**config.mk**
```make
export PLATFORM = sky130hd
export DESIGN_NAME = xain_audio_mixer_flat
export DESIGN_NICKNAME = d
export VERILOG_FILES = /design/src/rtl/xain_pkg.sv /design/src/rtl/xain_audio_mixer_if.sv /design/src/rtl/xain_audio_fifo.sv /design/src/rtl/xain_audio_mixer.sv /design/src/flat_wrapper.sv
export SDC_FILE = /design/constraint.sdc
export NUM_CORES = 1
export LEC_CHECK = 0
export CAP_MARGIN = 5
export CORE_MARGIN = 1
export CORE_UTILIZATION = 50
export CTS_CLUSTER_DIAMETER = 50
export CTS_CLUSTER_SIZE = 16
export DETAILED_ROUTE_END_ITERATION = 12
export PLACE_DENSITY = 0.7
export SETUP_SLACK_MARGIN = 0.4
export SLEW_MARGIN = 20
export SYNTH_ARGS = -nofsm -noshare
export SYNTH_HDL_FRONTEND = slang
export SYNTH_HIERARCHICAL = 1
export SYNTH_SLANG_ARGS = --single-unit
export TNS_END_PERCENT = 5
```
**constraint.sdc**
```tcl
create_clock -name clk -period 4.55 [get_ports clk]
set_input_delay 1.1375 -clock clk [delete_from_list [all_inputs] [get_ports clk]]
set_output_delay 1.1375 -clock clk [all_outputs]
set_load 0.02 [all_outputs]
```
**src/rtl/xain_pkg.sv**
```systemverilog
// Shared types and constants for the Xain'd Sleena audio path.
package xain_pkg;

    typedef enum logic [1:0] {
        MIX_NONE,
        MIX_25,
        MIX_50,
        MIX_MONO
    } audio_mix_e;

    localparam int AUDIO_W = 16;

endpackage

```
**src/rtl/xain_audio_mixer_if.sv**
```systemverilog
// Valid/ready stereo sample stream from the mixer FIFO head to the audio output stage.
interface xain_audio_mixer_if import xain_pkg::*; #(
    parameter int W = AUDIO_W
);
    logic         out_valid;
    logic         out_ready;
    logic [W-1:0] out_l;
    logic [W-1:0] out_r;

    modport master (output out_valid, output out_l, output out_r, input out_ready);
    modport slave  (input out_valid, input out_l, input out_r, output out_ready);
endinterface

```
**src/rtl/xain_audio_fifo.sv**
```systemverilog
// Generic synchronous FIFO: register-array storage, wrap-bit pointers, combinational head read.
module xain_audio_fifo import xain_pkg::*; #(
    parameter int DEPTH = 8,
    parameter int DW    = 2 * AUDIO_W,
    localparam int AW   = $clog2(DEPTH)
) (
    input  logic          clk,
    input  logic          reset,
    input  logic          wr_en,
    input  logic [DW-1:0] wr_data,
    input  logic          rd_en,
    output logic [DW-1:0] rd_data,
    output logic          empty,
    output logic          full,
    output logic [AW:0]   level
);
    logic [AW:0]   r_wr_ptr;
    logic [AW:0]   r_rd_ptr;
    logic [DW-1:0] r_mem [DEPTH];
    logic          w_do_rd;
    logic          w_do_wr;

    assign empty = (r_wr_ptr == r_rd_ptr);
    assign full  = (r_wr_ptr[AW] != r_rd_ptr[AW]) && (r_wr_ptr[AW-1:0] == r_rd_ptr[AW-1:0]);
    assign level = r_wr_ptr - r_rd_ptr;

    // A pop frees a slot in the same cycle, so a full FIFO still takes the write.
    assign w_do_rd = rd_en && !empty;
    assign w_do_wr = wr_en && (!full || w_do_rd);

    always_ff @(posedge clk) begin
        if (reset) begin
            r_wr_ptr <= '0;
            r_rd_ptr <= '0;
        end else begin
            if (w_do_wr) r_wr_ptr <= r_wr_ptr + 1'b1;
            if (w_do_rd) r_rd_ptr <= r_rd_ptr + 1'b1;
        end
    end

    // NOTE: storage has no reset; pointers alone define which entries are meaningful.
    always_ff @(posedge clk) begin
        if (w_do_wr) r_mem[r_wr_ptr[AW-1:0]] <= wr_data;
    end

    assign rd_data = r_mem[r_rd_ptr[AW-1:0]];

endmodule

```
**src/rtl/xain_audio_mixer.sv**
```systemverilog
// Stereo crossfeed/mute stage: capture on core strobe, mix, then buffer in a small FIFO.
module xain_audio_mixer import xain_pkg::*; #(
    parameter int FIFO_DEPTH = 8,
    parameter int W          = AUDIO_W,
    localparam int LW        = $clog2(FIFO_DEPTH) + 1
) (
    input  logic                clk,
    input  logic                reset,
    input  logic                sample,
    input  logic signed [W-1:0] snd1,
    input  logic signed [W-1:0] snd2,
    input  logic [1:0]          mix,
    input  logic                mute,
    xain_audio_mixer_if.master  out,
    output logic [LW-1:0]       level,
    output logic                overflow
);
    localparam int XW = W + 3;

    logic                r_s1_valid;
    logic signed [W-1:0] r_a;
    logic signed [W-1:0] r_b;
    audio_mix_e          r_mix;
    logic                r_mute;

    logic                r_s2_valid;
    logic [W-1:0]        r_l;
    logic [W-1:0]        r_r;

    logic signed [XW-1:0] w_a;
    logic signed [XW-1:0] w_b;
    logic signed [XW-1:0] w_sum_l;
    logic signed [XW-1:0] w_sum_r;
    logic [W-1:0]         w_l;
    logic [W-1:0]         w_r;

    logic                 w_pop;
    logic                 w_empty;
    logic                 w_full;
    logic [2*W-1:0]       w_rd_data;

    // Stage 1: mix/mute are latched with the samples so mode changes apply per capture.
    always_ff @(posedge clk) begin
        if (reset) begin
            r_s1_valid <= 1'b0;
        end else begin
            r_s1_valid <= sample;
        end
        if (sample) begin
            r_a    <= snd1;
            r_b    <= snd2;
            r_mix  <= audio_mix_e'(mix);
            r_mute <= mute;
        end
    end

    assign w_a = {{3{r_a[W-1]}}, r_a};
    assign w_b = {{3{r_b[W-1]}}, r_b};

    // Weighted averages: three guard bits hold 8x a full-scale sample, so truncation never wraps.
    always_comb begin
        w_sum_l = w_a;
        w_sum_r = w_b;
        case (r_mix)
            MIX_25: begin
                w_sum_l = ((w_a <<< 1) + w_a + w_b) >>> 2;
                w_sum_r = (w_a + (w_b <<< 1) + w_b) >>> 2;
            end
            MIX_50: begin
                w_sum_l = ((w_a <<< 2) + w_a + (w_b <<< 1) + w_b) >>> 3;
                w_sum_r = ((w_a <<< 1) + w_a + (w_b <<< 2) + w_b) >>> 3;
            end
            MIX_MONO: begin
                w_sum_l = (w_a + w_b) >>> 1;
                w_sum_r = (w_a + w_b) >>> 1;
            end
            default: ;
        endcase
    end

    assign w_l = r_mute ? '0 : w_sum_l[W-1:0];
    assign w_r = r_mute ? '0 : w_sum_r[W-1:0];

    always_ff @(posedge clk) begin
        if (reset) begin
            r_s2_valid <= 1'b0;
        end else begin
            r_s2_valid <= r_s1_valid;
        end
        r_l <= w_l;
        r_r <= w_r;
    end

    assign w_pop = out.out_valid && out.out_ready;

    xain_audio_fifo #(
        .DEPTH (FIFO_DEPTH),
        .DW    (2 * W)
    ) u_fifo (
        .clk     (clk),
        .reset   (reset),
        .wr_en   (r_s2_valid),
        .wr_data ({r_l, r_r}),
        .rd_en   (w_pop),
        .rd_data (w_rd_data),
        .empty   (w_empty),
        .full    (w_full),
        .level   (level)
    );

    assign out.out_valid = !w_empty;
    assign out.out_l     = w_empty ? '0 : w_rd_data[2*W-1:W];
    assign out.out_r     = w_empty ? '0 : w_rd_data[W-1:0];

    always_ff @(posedge clk) begin
        if (reset) begin
            overflow <= 1'b0;
        end else if (r_s2_valid && w_full && !w_pop) begin
            overflow <= 1'b1;
        end
    end

endmodule

```
**src/flat_wrapper.sv**
```systemverilog
// flat-port wrapper written by rule: the top's interface ports become plain ports
module xain_audio_mixer_flat import xain_pkg::*;
#(
    parameter int FIFO_DEPTH = 8,
    parameter int W          = AUDIO_W,
    localparam int LW        = $clog2(FIFO_DEPTH) + 1
)
  (clk, reset, sample, snd1, snd2, mix, mute, level, overflow, out_out_valid, out_out_l, out_out_r, out_out_ready);
  xain_audio_mixer_if #(.W(W)) out_i ();
  input  logic clk;
  input  logic reset;
  input  logic sample;
  input  logic signed [W-1:0] snd1;
  input  logic signed [W-1:0] snd2;
  input  logic [1:0] mix;
  input  logic mute;
  output logic [LW-1:0] level;
  output logic overflow;
  output wire logic [$bits(out_i.out_valid)-1:0] out_out_valid;
  output wire logic [$bits(out_i.out_l)-1:0] out_out_l;
  output wire logic [$bits(out_i.out_r)-1:0] out_out_r;
  input wire logic [$bits(out_i.out_ready)-1:0] out_out_ready;
  assign out_out_valid = out_i.out_valid;
  assign out_out_l = out_i.out_l;
  assign out_out_r = out_i.out_r;
  assign out_i.out_ready = out_out_ready;
  xain_audio_mixer #(.FIFO_DEPTH(FIFO_DEPTH), .W(W)) u_core (.clk(clk), .reset(reset), .sample(sample), .snd1(snd1), .snd2(snd2), .mix(mix), .mute(mute), .out(out_i), .level(level), .overflow(overflow));
endmodule
```
==> results.cfg, run 1 <==
[synth]
synth.area.top_cells = edfxtp_1 47%, fa_1 6.8%, ha_1 6.7%
yosys_warnings = 6
synth_top_family_by_area = adder cells
syn_avg_cell_area_sq_um = 14.01
synthAdderAreaFrac_pct = 13.51
synth_compound_gate_area_share_pct = 9.592
post-synth-top-area-fraction_pct = 47.21
yosys.area.top_type = edfxtp_1
synth_edf_count = 291
synthFlopType = edfxtp_1
synth_simple_gate_area_share_pct = 7.773
synthXorXnorAreaFrac_pct = 3.542
syn_area_sq_mm = 0.01851
synth_cell_types = 76
yosysSeqAreaShare_pct = 52.18
netlist_instances = 1321
synth-seq-cells = 337
synthArstFlopShare_pct = 0
synthMuxAreaShare_pct = 10.99
syn-num-nets = 1522

[route]
drtPass1Iterations = 5
drt_iter0_markers = 753
avgViaCountPerCell = 5.960
routed_wl_um = 41950
wire_per_inst_um = 21.48
route.detailed.drc = 0
num_vias = 11640
drt.antenna.violating_nets = 0

[finish]
nets = 1664
final_layout_size_suffix_gt1_share_pct = 17.17
final_cells = 1953
finalInstanceArea_sq_mm = 0.02161
antenna_cells = 0
area_growth_pct = 16.75

[sta]
worst_pin_slew_ns = 0.9222
rsz0062_at_grt = true
fmax_mhz = 230.7
setup_viol = 0
timing.setup.tns_ns = 0
final_hold_viol_count = 0
finClkSkew_ns = 0.009299
finalCriticalPeriod_ns = 4.335
finalCritPeriodShare_pct = 95.28
slew_headroom_pct = 37.74
maxSlewViolCount = 0

[floorplanning]
design.portCount = 77
die-area_sq_mm = 0.03779
die_w_um = 194.4
rows = 70
die_h_um = 194.4
design.core.area_sq_mm = 0.03652
start_util_pct = 50.68

[worst_setup_path]
end_kind = flip-flop
cp_max_fo = 4
arrival_ns = 4.79
start_kind = flip-flop
crit_required_ns = 5.00
critPathKind = reg -> reg

[placed_design]
placed_cell_area_sq_mm = 0.02012
dp_cells = 1875
gp_congestion = 0.9157
dp_hpwl_um = 28590
port_buffers = 76

[grt]
grt_overflow = 0
grt_max_degree = 65
antenna_found_initial = 0
grt_pass1_vias = 11690
grtUsageTotal_pct = 22.32
grt_pass1_wl_um = 64900

[run_status]
run_status = finished clean

[power_and_ir_drop]
p_leak_uw = 0.007798
p_per_area_mw_per_mm2 = 451.6
vdd_ir_drop_max_v = 0.0003248

[clocking]
cts_made_buffers = 29
hold_buffers = 0
ctsRootBufferMaster = clkbuf_16
cts_tree = done
clk_pin_slew_worst_paths_ns = 0.06
clkSinkCount = 337
clockBufferDepth = 3
h-tree-depth = 1
clk_latency_ns = 0.58

[min_path]
hold_class = reg -> reg

[flow_run]
cap_viol_max_count = 0
placed cells by master (no fill, tap or decap), drive strengths merged, types with 7 or more instances in the layout:
cell	count
a311oi	10
a21o	24
buf	76
o21bai	7
nand3	22
nor2b	45
nand2b	10
o21a	11
mux4	65
o211ai	7
a21oi	70
xor2	37
nor3	21
edfxtp	291
mux2	32
fa	63
a211oi	14
xnor2	37
clkbuf	40
and2	12
nand2	59
inv	64
or3	14
ha	99
nor2	65
dfxtp	46
and3	10
clkdlybuf4s50	75
a31oi	10
o21ai	50
routing by layer:
metal	share of wire [%]	track usage [%]
met1	43	30.92
met2	48	36.97
met3	5.2	2.429
met4	3.2	7.378
met5	0	0
worst max-delay path, stage by stage, from the launching register on:
cell      delay, ns
edfxtp_1       0.43
buf_6          0.16
ha_4           0.23
a21o_1         0.15
a21o_1         0.20
a21oi_2        0.16
inv_1          0.07
a21oi_2        0.16
xnor2_2        0.14
inv_1          0.08
fa_1           0.55
inv_2          0.04
ha_4           0.21
a21o_1         0.20
a21oi_2        0.15
o211ai_1       0.10
buf_4          0.16
a211oi_4       0.27
buf_6          0.15
o221ai_4       0.10
xor2_1         0.16
a32oi_1        0.24
a21oi_1        0.11
where the power goes:
group          switching (uW)  internal (uW)  total, uW  leakage, uW
clock network            1120           1320       2440     0.000446
logic                    1860           1560       3420      0.00429
registers                 236           3660       3900      0.00306
flip-flops by register name, summed over array words and instances, names as in the netlist, named ones only:
register,count
u_core/r_l,16
u_core/r_r,16
u_core/r_a,16
u_core/u_fifo/r_rd_ptr,4
u_core/r_s2_valid,1
u_core/overflow,1
u_core/r_s1_valid,1
u_core/u_fifo/r_wr_ptr,4
u_core/r_b,16
u_core/r_mute,1
u_core/u_fifo/r_mem,256
u_core/r_mix,2
synthesized netlist by cell type, types with 8 or more instances:
library cell  instances
o21a_1               11
nor3_1               21
mux2_2               32
a21o_1               24
clkbuf_1             21
mux4_1               40
inv_1                59
and2_1               11
ha_1                 99
a21oi_1              70
a31oi_1              10
a211oi_1             13
buf_6                 8
a311oi_1              9
nand2b_1             10
nand2_1              59
nor2_1               65
nor2b_1              45
xnor2_1              36
dfxtp_1              46
mux4_2               25
fa_1                 63
or3_1                14
edfxtp_1            291
o21ai_0              44
and3_1               10
nand3_1              22
xor2_1               37
layout make-up:
| class | count | area [sq um] |
|---|---|---|
| Fill cell | 2839 | 14910 |
| Tap cell | 468 | 585.6 |
| Multi-Input combinational cell | 883 | 8812 |
| Clock buffer | 40 | 767.0 |
| Sequential cell | 337 | 9664 |
| Timing Repair Buffer | 151 | 1384 |
| Inverter | 61 | 229.0 |
| Clock inverter | 13 | 168.9 |
cells by family after synthesis:
| logic type | count (synthesis) |
|---|---|
| AOI/OAI and AO/OA | 260 |
| muxes | 103 |
| adders and majority gates | 162 |
| DFF | 337 |
| buffers and inverters | 101 |
| xor gates and xnor gates | 74 |
| and+or+nand+nor | 284 |
final timing paths:
check | from | endpoint | slack, ns | cells past startpoint
worst max-delay path | u_core/r_a[1]$_DFFE_PP_ | u_core/r_r[14]$_SDFF_PP0_ | 0.21 | 22
worst min register to register | u_core/overflow$_SDFFE_PP0P_ | u_core/overflow$_SDFFE_PP0P_ | 0.47 | 2
worst max register to register | u_core/r_a[1]$_DFFE_PP_ | u_core/r_r[14]$_SDFF_PP0_ | 0.21 | 22
worst min-delay path | u_core/overflow$_SDFFE_PP0P_ | u_core/overflow$_SDFFE_PP0P_ | 0.47 | 2
stage by stage:
step / hold slack, ns / worst slack, ns / utilization (%) / total power [uW]
detailed placement: 0.4575 / -0.05162 / 55.09 / 6901
floorplan: 0.4138 / 0.1075 / - / 6059
CTS: 0.4720 / 0.2286 / 58.46 / 9559
global placement: 0.4172 / 0.03877 / 55.09 / 6832
finish: 0.4691 / 0.2148 / 59.17 / 9760
global route: 0.4822 / -0.01858 / 59.17 / 10290
timing repair:
action,4_1_cts,5_1_grt
resized for setup,33,33
endpoints found under the setup margin,50,52
buffers inserted,14,11
pin swaps,29,38
No activity file was read; power rests on OpenSTA's default activity.
==> inputs of run 2 (changes only) <==
SKIP_CTS_REPAIR_TIMING = 1   (was not set)
==> run 2 against run 1 <==
  * Sequential cell count stayed put
  * Clock power hardly changed
  * Fmax rose by 0.13%
  * Critical path type unchanged
  * Global-route usage decreased by 0.15 points
  * Combinational power decreased by 6%
  * Clock-buffer cell count stayed put
  * Non-clock buffer count down 18
  * Largest power group unchanged
  * Critical path depth down 1
  * Cell count is 0.92% lower
==> results.cfg, run 2 (same netlist as run 1, synthesis figures left out) <==
[run_status]
run_status = finished clean

[grt]
grt_max_degree = 65
grtUsageTotal_pct = 22.16
antenna_found_initial = 0
grt_use_met3_pct = 2.481
grt_overflow = 0
grt_pass1_wl_um = 64280
met1_usage_pct = 30.66
grt_use_met2_pct = 36.62
busiest_layer = met2
grt_pass1_vias = 11570

[floorplanning]
design.portCount = 77
die_h_um = 194.4
die_w_um = 194.4
design.core.area_sq_mm = 0.03652
rows = 70
die-area_sq_mm = 0.03779
start_util_pct = 50.68

[finish]
nFillCells = 2866
antenna_cells = 0
final_common_cell = edfxtp_1
nets = 1646
final_cell_mix = 291 x edfxtp_1, 94 x ha_1, 61 x a21oi_1, 60 x fa_1
area_growth_pct = 15.88
largest_register_ffs = 256
finalInstanceArea_sq_mm = 0.02145
final_layout_size_suffix_gt1_share_pct = 15.47
regArea_sq_mm = 0.009666
multiInputGateArea_sq_mm = 0.008727

[sta]
slew_headroom_pct = 39.12
final_hold_viol_count = 0
rsz0062_at_grt = true
maxSlewViolCount = 0
finClkSkew_ns = 0.009639
finalCritPeriodShare_pct = 95.15
setup_viol = 0
worst_pin_slew_ns = 0.9018
fmax_mhz = 231.0
finalCriticalPeriod_ns = 4.330

[worst_setup_path]
arrival_ns = 4.85
end_kind = flip-flop
start_kind = flip-flop
path_cells = ha_2, fa_2, a21o_1, a21oi_2, nor2b_1, o21ai_1, nor2b_2, xnor2_1, inv_1, fa_1, inv_1, ha_4, nand2_1, o211ai_1, a211oi_4, buf_4, o21bai_2, a21oi_2, o31a_1, a21oi_1, buf_4
critPathBufInv = 4
cpPeakStageDelay_ns = 0.48
crit_required_ns = 5.07
critPathTopFamily = compound AO/OA/AOI/OAI gates
crit_slowest_cell = fa_1
cp_max_fo = 4
critPathKind = reg -> reg

[clocking]
clockBufferDepth = 3
ctsRootBufferMaster = clkbuf_16
h-tree-depth = 1
clkSinkCount = 337
cts_made_buffers = 29
clk_latency_ns = 0.58
cts_tree = done
clk_pin_slew_worst_paths_ns = 0.06

[flow_run]
cap_viol_max_count = 0

[power_and_ir_drop]
power_frac_clock_pct = 25.5
p_switching_uw = 3138
p_per_area_mw_per_mm2 = 445.6
combinationalPowerShare_pct = 33.7
vdd_ir_drop_max_v = 0.0003169
p_sw_share_pct = 32.83
power_uw = 9559
internal_power_uw = 6421
p_leak_uw = 0.008116
power_frac_seq_pct = 40.8

[placed_design]
dp_hpwl_um = 28590
gp_congestion = 0.9157
port_buffers = 76
placed_cell_area_sq_mm = 0.02012

[route]
wire_per_inst_um = 21.41
route.detailed.drc = 0
drt_iter0_markers = 718
avgViaCountPerCell = 5.964
num_vias = 11540
drt.antenna.violating_nets = 0
routed_wl_um = 41430
drtPass1Iterations = 5

[min_path]
hold_class = reg -> reg
-- run 2: final timing paths --
kind                                                    from                           end  slack (ns)  cells past startpoint
worst min-delay path            u_core/overflow$_SDFFE_PP0P_  u_core/overflow$_SDFFE_PP0P_        0.47                      2
worst max register to register       u_core/r_a[1]$_DFFE_PP_     u_core/r_r[12]$_SDFF_PP0_        0.22                     21
worst max-delay path                 u_core/r_a[1]$_DFFE_PP_     u_core/r_r[12]$_SDFF_PP0_        0.22                     21
worst min register to register  u_core/overflow$_SDFFE_PP0P_  u_core/overflow$_SDFFE_PP0P_        0.47                      2
-- run 2: layout make-up --
type / count / share of cell area, %
repair buffers: 133 / 6.095
flip-flops and latches: 337 / 45.06
well taps: 468 / 2.730
clock inverters: 13 / 0.7874
clock buffers: 40 / 3.576
multi-input cells: 883 / 40.68
inverters: 61 / 1.067
-- run 2: power groups by stage --
| stage | Combinational [uW] | Clock [uW] | Sequential [uW] |
|---|---|---|---|
| 2_1_floorplan | 2170 | 0 | 3890 |
| 3_3_place_gp | 2880 | 0 | 3950 |
| 3_5_place_dp | 2930 | 0 | 3970 |
| 4_1_cts | 2960 | 2500 | 3900 |
| 5_1_grt | 3530 | 2610 | 3930 |
| 6_report | 3220 | 2440 | 3900 |
-- run 2: metrics by stage --
| stage | util [%] | hold slack [ns] | setup TNS, ns | setup WS [ns] | cells |
|---|---|---|---|---|---|
| after floorplan | - | 0.4138 | 0 | 0.1075 | 1321 |
| after global placement | 55.09 | 0.4172 | 0 | 0.03877 | 1875 |
| after detailed placement | 55.09 | 0.4575 | -0.1227 | -0.05162 | 1875 |
| after CTS | 57.65 | 0.4720 | -0.2593 | -0.08981 | 1928 |
| after global routing | 58.73 | 0.4822 | -0.06578 | -0.03325 | 1935 |
| final | 58.73 | 0.4686 | 0 | 0.2205 | 1935 |
-- run 2: metal layers --
layer / part of all wire, % / up-vias
li1: - / 5354
met1: 44 / 5781
met2: 48 / 345
met3: 5.1 / 60
met4: 3.4 / 0
met5: 0 / -
-- run 2: worst min-delay path: stages (launching register included) --
cell	delay (ns)
dfxtp_1	0.33
nor2_1	0.05
nor2_1	0.06
